<file path="src/rtl/adc_seq_pkg.sv">
// Shared types and helpers for the MAX10 ADC command sequencer.
package adc_seq_pkg;

    localparam int CH_W   = 5;
    localparam int DATA_W = 12;
    localparam int MAX_CH = 16;

    typedef enum logic [2:0] {
        IDLE,
        SEND,
        WAIT,
        PUBLISH,
        SKIP,
        DONE
    } state_t;

    // Registered Avalon-ST command beat
    typedef struct packed {
        logic            valid;
        logic [CH_W-1:0] channel;
        logic            sop;
        logic            eop;
    } cmd_t;

    // Extract the channel number of one slot from the packed slot map
    function automatic logic [CH_W-1:0] slot_ch(input logic [MAX_CH*CH_W-1:0] ch_list,
                                                input logic [3:0]             slot);
        return ch_list[slot*CH_W +: CH_W];
    endfunction

endpackage

</file>
<file path="src/rtl/adc_seq_avg.sv">
// Per-slot sample accumulator with truncating power-of-two divide.
// avg_next is the average including the sample currently presented, so the
// final result can be registered on the same edge that accepts the last sample.
module adc_seq_avg
    import adc_seq_pkg::*;
#(
    parameter int AVG_LOG2 = 2
)(
    input  logic              clk,
    input  logic              rst,
    input  logic              clr,
    input  logic              add,
    input  logic [DATA_W-1:0] sample,
    output logic [DATA_W-1:0] avg_next
);

    localparam int ACC_W = DATA_W + AVG_LOG2;

    logic [ACC_W-1:0] acc;
    logic [ACC_W-1:0] sum;

    // Running sum plus the presented sample, and its shifted average
    always_comb begin
        sum      = acc + ACC_W'(sample);
        avg_next = DATA_W'(sum >> AVG_LOG2);
    end

    // Accumulator register; clear has priority over add
    always_ff @(posedge clk or posedge rst) begin
        if (rst) begin
            acc <= '0;
        end else if (clr) begin
            acc <= '0;
        end else if (add) begin
            acc <= sum;
        end
    end

endmodule

</file>
<file path="src/rtl/adc_cmd_sequencer.sv">
// Avalon-ST initiator for the MAX10 modular ADC: scans a fixed channel list,
// averages 2**AVG_LOG2 samples per slot and publishes one result per slot.
module adc_cmd_sequencer
    import adc_seq_pkg::*;
#(
    parameter int                     NUM_CH      = 4,
    parameter logic [NUM_CH*CH_W-1:0] CH_LIST     = {5'd4, 5'd3, 5'd2, 5'd1},
    parameter int                     AVG_LOG2    = 2,
    parameter int                     TIMEOUT_CYC = 1023
)(
    input  logic              clock_clk,
    input  logic              reset_reset,
    input  logic              enable,
    input  logic              clear_err,
    output logic              command_valid,
    output logic [CH_W-1:0]   command_channel,
    output logic              command_startofpacket,
    output logic              command_endofpacket,
    input  logic              command_ready,
    input  logic              response_valid,
    input  logic [CH_W-1:0]   response_channel,
    input  logic [DATA_W-1:0] response_data,
    input  logic              response_startofpacket,
    input  logic              response_endofpacket,
    output logic              result_valid,
    output logic [3:0]        result_slot,
    output logic [CH_W-1:0]   result_channel,
    output logic [DATA_W-1:0] result_data,
    output logic              scan_done,
    output logic              err_timeout,
    output logic              err_mismatch
);

    localparam logic [MAX_CH*CH_W-1:0] CH_LIST_EXT = (MAX_CH*CH_W)'(CH_LIST);
    localparam int                     SAMPLES     = 1 << AVG_LOG2;
    localparam int                     TMR_W       = $clog2(TIMEOUT_CYC + 1);

    state_t            state;
    cmd_t              cmd;
    cmd_t              nxt_cmd;
    logic [3:0]        slot;
    logic [3:0]        nxt_slot;
    logic [4:0]        sample;
    logic [4:0]        nxt_sample;
    logic [TMR_W-1:0]  timer;
    logic              last_sample;
    logic              last_slot;
    logic              rsp_match;
    logic              acc_clr;
    logic              acc_add;
    logic [DATA_W-1:0] avg_next;
    logic              unused_ok;

    assign command_valid         = cmd.valid;
    assign command_channel       = cmd.channel;
    assign command_startofpacket = cmd.sop;
    assign command_endofpacket   = cmd.eop;

    // Packet framing on the response stream carries no information we need
    assign unused_ok = &{1'b0, response_startofpacket, response_endofpacket};

    // Status decodes and the next command beat the FSM would issue from this state
    always_comb begin
        last_sample = (sample == 5'(SAMPLES - 1));
        last_slot   = (slot == 4'(NUM_CH - 1));
        rsp_match   = (response_channel == cmd.channel);
        acc_clr     = (state == IDLE) || (state == PUBLISH) || (state == SKIP) || (state == DONE);
        acc_add     = (state == WAIT) && response_valid && rsp_match;
        nxt_slot    = '0;
        nxt_sample  = '0;
        case (state)
            WAIT: begin
                nxt_slot   = slot;
                nxt_sample = sample + 5'd1;
            end
            PUBLISH, SKIP: begin
                nxt_slot = slot + 4'd1;
            end
            default: ;
        endcase
        nxt_cmd.valid   = 1'b1;
        nxt_cmd.channel = slot_ch(CH_LIST_EXT, nxt_slot);
        nxt_cmd.sop     = (nxt_slot == 4'd0) && (nxt_sample == 5'd0);
        nxt_cmd.eop     = (nxt_slot == 4'(NUM_CH - 1)) && (nxt_sample == 5'(SAMPLES - 1));
    end

    adc_seq_avg #(
        .AVG_LOG2 (AVG_LOG2)
    ) u_avg (
        .clk      (clock_clk),
        .rst      (reset_reset),
        .clr      (acc_clr),
        .add      (acc_add),
        .sample   (response_data),
        .avg_next (avg_next)
    );

    // Sequencer FSM with registered command, result and status outputs.
    // Error sets are written after clear_err so a coincident new error wins.
    always_ff @(posedge clock_clk or posedge reset_reset) begin
        if (reset_reset) begin
            state          <= IDLE;
            cmd            <= '0;
            slot           <= '0;
            sample         <= '0;
            timer          <= '0;
            result_valid   <= 1'b0;
            result_slot    <= '0;
            result_channel <= '0;
            result_data    <= '0;
            scan_done      <= 1'b0;
            err_timeout    <= 1'b0;
            err_mismatch   <= 1'b0;
        end else begin
            result_valid <= 1'b0;
            scan_done    <= 1'b0;
            if (clear_err) begin
                err_timeout  <= 1'b0;
                err_mismatch <= 1'b0;
            end
            case (state)
                IDLE: begin
                    if (enable) begin
                        state  <= SEND;
                        slot   <= nxt_slot;
                        sample <= nxt_sample;
                        cmd    <= nxt_cmd;
                    end
                end
                SEND: begin
                    if (command_ready) begin
                        cmd.valid <= 1'b0;
                        timer     <= '0;
                        state     <= WAIT;
                    end
                end
                WAIT: begin
                    if (response_valid) begin
                        if (!rsp_match) begin
                            err_mismatch <= 1'b1;
                            state        <= enable ? SKIP : IDLE;
                        end else if (!enable) begin
                            state <= IDLE;
                        end else if (last_sample) begin
                            state          <= PUBLISH;
                            result_valid   <= 1'b1;
                            result_slot    <= slot;
                            result_channel <= cmd.channel;
                            result_data    <= avg_next;
                        end else begin
                            state  <= SEND;
                            slot   <= nxt_slot;
                            sample <= nxt_sample;
                            cmd    <= nxt_cmd;
                        end
                    end else if (timer == TMR_W'(TIMEOUT_CYC)) begin
                        err_timeout <= 1'b1;
                        state       <= enable ? SKIP : IDLE;
                    end else begin
                        timer <= timer + 1'b1;
                    end
                end
                PUBLISH, SKIP: begin
                    if (last_slot) begin
                        state     <= DONE;
                        scan_done <= 1'b1;
                    end else if (enable) begin
                        state  <= SEND;
                        slot   <= nxt_slot;
                        sample <= nxt_sample;
                        cmd    <= nxt_cmd;
                    end else begin
                        state <= IDLE;
                    end
                end
                DONE: begin
                    if (enable) begin
                        state  <= SEND;
                        slot   <= nxt_slot;
                        sample <= nxt_sample;
                        cmd    <= nxt_cmd;
                    end else begin
                        state <= IDLE;
                    end
                end
                default: state <= IDLE;
            endcase
        end
    end

endmodule

</file>
<file path="config.mk">
export PLATFORM = sky130hd
export DESIGN_NAME = adc_cmd_sequencer
export DESIGN_NICKNAME = d
export VERILOG_FILES = /design/src/rtl/adc_seq_pkg.sv /design/src/rtl/adc_seq_avg.sv /design/src/rtl/adc_cmd_sequencer.sv
export SDC_FILE = /design/constraint.sdc
export NUM_CORES = 1
export LEC_CHECK = 0
export ABC_AREA = 0
export BUFFER_PORTS_ARGS = -buffer_cell sky130_fd_sc_hd__clkbuf_2
export CAP_MARGIN = 0
export CORE_AREA = 3 3 134 71
export DETAILED_ROUTE_END_ITERATION = 8
export DIE_AREA = 0 0 137 74
export GPL_TIMING_DRIVEN = 0
export HOLD_SLACK_MARGIN = 0.05
export PLACE_DENSITY = 0.66
export SLEW_MARGIN = 20
export SYNTH_ARGS = -nofsm -noshare
export SYNTH_HDL_FRONTEND = slang
export SYNTH_HIERARCHICAL = 1
export SYNTH_SLANG_ARGS = --single-unit
</file>
<file path="constraint.sdc">
create_clock -name clock_clk -period 2.7 [get_ports clock_clk]
set_input_delay 0.135 -clock clock_clk [delete_from_list [all_inputs] [get_ports clock_clk]]
set_output_delay 0.135 -clock clock_clk [all_outputs]
set_load 0.005 [all_outputs]
</file>
==> reports/metrics.cfg, run 1 <==
[cts]
clk_latency_ns=0.33
numCtsBuffers=9
cts_tree=yes
cts.root.buffer_cell=clkbuf_16
worst_setup_hold_path_clk_slew_ns=0.06
cts_setup_buffers=0
cts-htree-levels=3
cts_num_sinks=65
clk_path_buf_depth=2

[sta]
worst-slew-pin-transition_ns=0.788
timing.max_slew.rel_slack_pct=46.7
maxSlewViolCount=0
fmaxAchievable_mhz=400
timing.final.setup_violations=0
report.final.hold_viol_count=0
grt_setup_unrepaired=no
finalSetupTns_ns=0
finalCritPeriodShare_pct=92.6
finalWorstSetupSlack_ns=0.199
worst_case_clock_skew_ns=0.00845
min_period_ns=2.50

[worst_setup_path]
critical_path_destination=result_data[10]
critical_setup_path_class=reg2reg
ff2ff_path_depth=8
timing.critical_path.from=u_avg/acc[0]
crit_path_cell_trace=ha_1 > fa_1 > a21o_1 > a221oi_4 > nor4b_2 > nor4_2 > xnor2_1 > mux2_2
timing.rr.start=u_avg/acc[0]
worst_path_max_delay_cell=fa_1
timing.reg2reg.setup_slack_ns=0.20
critPathMaxStageDelay_ns=0.41
worst_ep_arrival_time_ns=2.71
worstPathRequired_ns=2.91
crit_fanout=4
capturing_point_of_the_worst_reg2reg_path=result_data[10]
startpoint_type=register
endpoint_kind=register

[placed_design]
gp_routability_congestion=0.824
placement.setup.worst_slack_ns=0.0883
place.port_buffers=51
place_hpwl_mm=6.63

[run_status]
status=complete, no violations

[grt]
global_route_overflow=0
grt_start_max_net_pins=52
number_of_antenna_violations_at_the_first_check_in_global_routing=0
grt_pass1_wl_mm=15.7
via_count_of_the_first_global_routing_pass=3279
grt.total_usage_pct=19.8

[synth]
yosysTopAreaCell=dfrtp_1
postSynth.asyncResetShare_pct=100
netlist_area_um2=4160
synthCells=408
ys_warn_count=6
synth.top_cells.by_area=dfrtp_1 (39%), mux2_4 (6.5%), ha_1 (5.1%)
yosys_most_used_dff=dfrtp_1
synthDistinctLibCells=77
synth_edf_count=0
yosysSeqAreaShare_pct=39.1
synth_top_area_share_pct=39.1
ys_seq_elements=65
syn_area_per_cell_um2=10.2

[detailed_routing]
drtPass1Iterations=4
first_iter_violations=203
viasPerCell=5.52
num_vias=3287
drc_errors=0
ant_nets=0
post_drt_wl_per_cell_um=15.5
routed_wirelength_mm=9.24

[finish]
most_frequent_cells_in_the_layout=dfrtp_1 (65), clkbuf_2 (53), nor2_1 (40)
antenna_cells=0
layout.cells.most_common=dfrtp_1
drive_above_1_share_pct=26.8
final_util_pct=57.7
syn2layout_area_growth_pct=18.2
design.final.nets=518

[pwr]
power.ir.vdd_worst_mv=0.366
total_leakage_power_nw=2.32
post-layout-total-power_w=0.00339
p_per_area_nw_per_um2=688

[floorplan]
std_cell_core_area_um2=8530
row_count=24
die_h_um=74
initial_core_utilization_pct=48.8
die_width_um=137
num_io_pins=58
die-area_um2=10100

[flow_run]
cap_violations=0

[hold_path]
hold_path.class=in2reg

cell families after synthesis:
kind of cell	after synthesis	synth area share [%]
buffers and inverters	40	4.69
other	1	0.0901
multiplexers	32	9.95
flip-flops	65	39.1
AND/OR/NAND/NOR	130	17.5
adder cells (fa/ha/maj)	18	5.59
AO/OA/AOI/OAI	96	17.6
XOR/XNOR	26	5.47
final cells by class:
type                       count  area (um2)
fill                         772        3610
multi-input combinational    306        2370
sequential                    65        1630
timing repair buffer          53         275
clock buffer                  12         267
tap                          117         146
buffer                        23         133
inverter                      17        66.3
clock inverter                 2        37.5
per-layer routing:
layer / GRT usage (%) / vias to the layer above / routed length [um]
li1: - / 1637 / -
met1: 25.2 / 1570 / 4260
met2: 33.1 / 73 / 4390
met3: 5.95 / 7 / 507
met4: 5.75 / 0 / 81
met5: 0 / - / 0
worst min-delay path by stage:
stage,cells past startpoint,slack [ns],to,start
6_report,3,0.15,err_mismatch,response_valid
5_1_grt,3,0.21,err_mismatch,response_valid
4_1_cts,3,0.15,err_mismatch,response_valid
3_5_place_dp,2,0.24,u_avg/acc[3],reset_reset
3_3_place_gp,2,0.23,u_avg/acc[3],reset_reset
2_1_floorplan,1,0.02,u_avg/acc[0],reset_reset
sequential cells by signal, summed over array words and instances (netlist names), 4 cells and up:
register,count
u_avg/acc,14
result_data,12
sample,5
timer,10
slot,4
result_slot,4
Yosys cell counts, types with 3 or more instances:
library cell,instances
or3_1,3
ha_1,17
nor2b_1,5
buf_2,8
xnor2_1,15
nor3b_1,5
a21o_1,8
o21ai_0,20
inv_1,16
a22o_1,3
nand3b_1,4
a21oi_1,12
and3_1,6
clkbuf_1,5
buf_4,5
mux2_4,18
nand4_1,6
o21bai_1,3
xor2_1,11
nand2b_1,3
dfrtp_1,65
nor2_1,40
o22ai_1,4
o211ai_1,3
a31oi_1,3
nor4b_1,3
nor4_1,3
nand3_1,11
o31ai_1,7
mux2i_1,11
nor3_1,7
nand2_1,20
critical path, delay by kind of cell (launching register included):
| kind | cells | cell delay, ns |
|---|---|---|
| compound gates | 2 | 0.57 |
| xor+xnor | 1 | 0.11 |
| simple gates | 2 | 0.45 |
| flops | 1 | 0.37 |
| mux | 1 | 0.26 |
| fa+ha+maj | 2 | 0.62 |
what timing repair did:
| action | 4_1_cts | 5_1_grt |
|---|---|---|
| hold endpoints to repair | 67 | 0 |
| resized for setup | 0 | 2 |
| hold buffers | 2 | 0 |
| endpoints found under the setup margin | 0 | 11 |
per-stage QoR:
stage / instance area, um2 / hold slack (ns) / std cells
2_1_floorplan: 4170 / 0.0242 / 411
3_3_place_gp: 4580 / 0.226 / 579
3_5_place_dp: 4580 / 0.245 / 579
4_1_cts: 4900 / 0.146 / 595
5_1_grt: 4920 / 0.207 / 595
6_report: 4920 / 0.153 / 595
where the power goes:
part	internal [W]	leakage (nW)	switching, W
Clock	0.000779	0.147	0.000406
Combinational	0.000374	1.28	0.000676
Sequential	0.00106	0.892	0.0000929
Note: power is estimated with default switching activity, not from simulation.
==> run 2: changes to the inputs <==
--- a/config.mk
+++ b/config.mk
@@ -8,12 +8,13 @@
 export ABC_AREA = 0
 export BUFFER_PORTS_ARGS = -buffer_cell sky130_fd_sc_hd__clkbuf_2
 export CAP_MARGIN = 0
-export CORE_AREA = 3 3 134 71
+export CORE_AREA = 2 2 133 70
 export DETAILED_ROUTE_END_ITERATION = 8
-export DIE_AREA = 0 0 137 74
+export DIE_AREA = 0 0 135 72
 export GPL_TIMING_DRIVEN = 0
 export HOLD_SLACK_MARGIN = 0.05
-export PLACE_DENSITY = 0.66
+export MAX_ROUTING_LAYER = met4
+export PLACE_DENSITY = 0.7
 export SLEW_MARGIN = 20
 export SYNTH_ARGS = -nofsm -noshare
 export SYNTH_HDL_FRONTEND = slang
==> run 2 against run 1 <==
  * Clock skew about the same
  * Combinational power about the same
  * Setup slack worse by 0.060 ns
  * Power down 2.3%
  * Non-clock buffer count up 1
  * Sequential share of layout area up 0.084 points
  * Register-to-register slack worse by 0.06 ns
  * Die area down 4.1%
  * Global-route usage up 1.4 points
  * Cell area down 0.25%
  * Via count up 1.2%
  * Utilization down 0.15 points
==> reports/metrics.cfg, run 2 (synthesis results as in run 1) <==
[run_status]
status=complete, no violations

[grt]
grt_start_max_net_pins=27
grt.total_usage_pct=21.1
global_route_overflow=0
number_of_antenna_violations_at_the_first_check_in_global_routing=0
via_count_of_the_first_global_routing_pass=3184
grt_pass1_wl_mm=15.5

[sta]
timing.max_slew.rel_slack_pct=35.2
finalCritPeriodShare_pct=94.8
min_period_ns=2.56
fmaxAchievable_mhz=391
report.final.hold_viol_count=0
grt_setup_unrepaired=no
maxSlewViolCount=0
worst_hold_slack_across_all_endpoints_ns=0.154
finalWorstSetupSlack_ns=0.139
worst-slew-pin-transition_ns=0.964
timing.final.setup_violations=0
worst_case_clock_skew_ns=0.00823

[finish]
syn2layout_area_growth_pct=17.9
largest_registers_ranked_by_flip_flop_count=u_avg/acc (14), result_data (12), timer (10)
antenna_cells=0
most_frequent_cells_in_the_layout=dfrtp_1 (65), clkbuf_2 (52), nor2_1 (40)
drive_above_1_share_pct=26.8
final.fill_count=765
multi_input_area_um2=2360
design.final.nets=519
stdcell_area_um2=4910
largest-register=u_avg/acc
sequential_cell_area_um2=1630
final_util_pct=57.5
layout.cells.most_common=dfrtp_1
largest_register_ffs=14

[worst_setup_path]
worstPathRequired_ns=2.92
startpoint_type=register
critical_setup_path_class=reg2reg
capturing_point_of_the_worst_reg2reg_path=result_data[10]
endpoint_kind=register
timing.reg2reg.setup_slack_ns=0.14
timing.critical_path.buf_inv=0
timing.critical_path.from=u_avg/acc[0]
ff2ff_path_depth=8
critPathMaxStageDelay_ns=0.41
crit_fanout=4
crit_family=adder cells
critical_path_cell_count=8
crit_path_cell_trace=ha_1 > fa_1 > a21o_1 > a221oi_4 > nor4b_2 > nor4_1 > xnor2_1 > mux2_2
timing.rr.start=u_avg/acc[0]
worst_ep_arrival_time_ns=2.78
worst_path_max_delay_cell=fa_1
critical_path_destination=result_data[10]

[floorplan]
std_cell_core_area_um2=8530
initial_core_utilization_pct=48.8
num_io_pins=58
die_h_um=72
die_width_um=135
die-area_um2=9720
row_count=24

[hold_path]
hold_path.class=in2reg

[detailed_routing]
ant_nets=0
drc_errors=0
num_vias=3325
post_drt_wl_per_cell_um=15.6
viasPerCell=5.56
first_iter_violations=229
routed_wirelength_mm=9.35
drtPass1Iterations=4

[pwr]
power.clock.fraction_pct=33.8
power.ir.vdd_worst_mv=0.377
power.share.switching_pct=37.5
combinationalPowerShare_pct=31.2
internal_power_w=0.00207
sequentialPowerShare_pct=35.0
total_leakage_power_nw=2.31
total_switching_power_w=0.00124
p_per_area_nw_per_um2=675

[cts]
cts.root.buffer_cell=clkbuf_16
cts-htree-levels=3
cts_tree=yes
numCtsBuffers=9
worst_setup_hold_path_clk_slew_ns=0.06
clk_latency_ns=0.34
clk_path_buf_depth=2
cts_num_sinks=65

[placed_design]
placement.setup.worst_slack_ns=0.0193
place.port_buffers=51
cell_area_placed_um2=4600
gp_routability_congestion=0.888
place_hpwl_mm=6.75

[flow_run]
cap_violations=0

[run 2: per-layer routing]
layer	up-vias	wire length (um)	global-route usage [%]	share of wire, %
met5	-	0	-	0
met4	0	199	7.52	2.1
met3	13	430	6.01	4.6
met2	76	4320	33.6	46
met1	1602	4400	26.2	47
li1	1634	-	-	-
[run 2: power by group through the flow]
stage,clock network (W),registers (W),logic (W)
global route,0.00119,0.00117,0.00116
finish,0.00112,0.00116,0.00103
floorplan,0,0.00115,0.000758
CTS,0.00115,0.00116,0.00103
detailed placement,0,0.00117,0.00102
global placement,0,0.00117,0.00101
[run 2: worst min path at each step]
stage | start | endpoint | slack, ns | cells after the start
after floorplan | reset_reset | u_avg/acc[0] | 0.02 | 1
after CTS | response_valid | err_mismatch | 0.14 | 3
after global placement | reset_reset | u_avg/acc[2] | 0.22 | 2
after detailed placement | reset_reset | u_avg/acc[2] | 0.23 | 2
after global routing | response_data[0] | u_avg/acc[0] | 0.19 | 4
final | response_valid | err_mismatch | 0.15 | 3
[run 2: what timing repair did]
item	in CTS	in global routing
setup endpoints to repair	8	0
hold endpoints to repair	41	0
gates resized for setup	1	0
hold buffers	2	0
buffers inserted	0	0
[run 2: cell type report]
class	count	area share, %
inverters	17	1.30
clock buffers	9	4.59
flip-flops and latches	65	33.1
well taps	117	2.98
repair buffers	54	6.02
clock inverters	7	1.22
plain buffers	23	2.70
multi-input cells	306	48.0
[run 2: worst min-delay path: stages]
cell,delay [ns]
clkbuf_2,0.15
nand3_1,0.09
o21ai_0,0.07
[run 2: through the flow]
step                TNS, ns  cells  total power, W
floorplan                 0    411         0.00190
global placement    -0.0143    579         0.00217
detailed placement        0    580         0.00219
CTS                       0    598         0.00334
global route              0    598         0.00352
finish                    0    598         0.00331
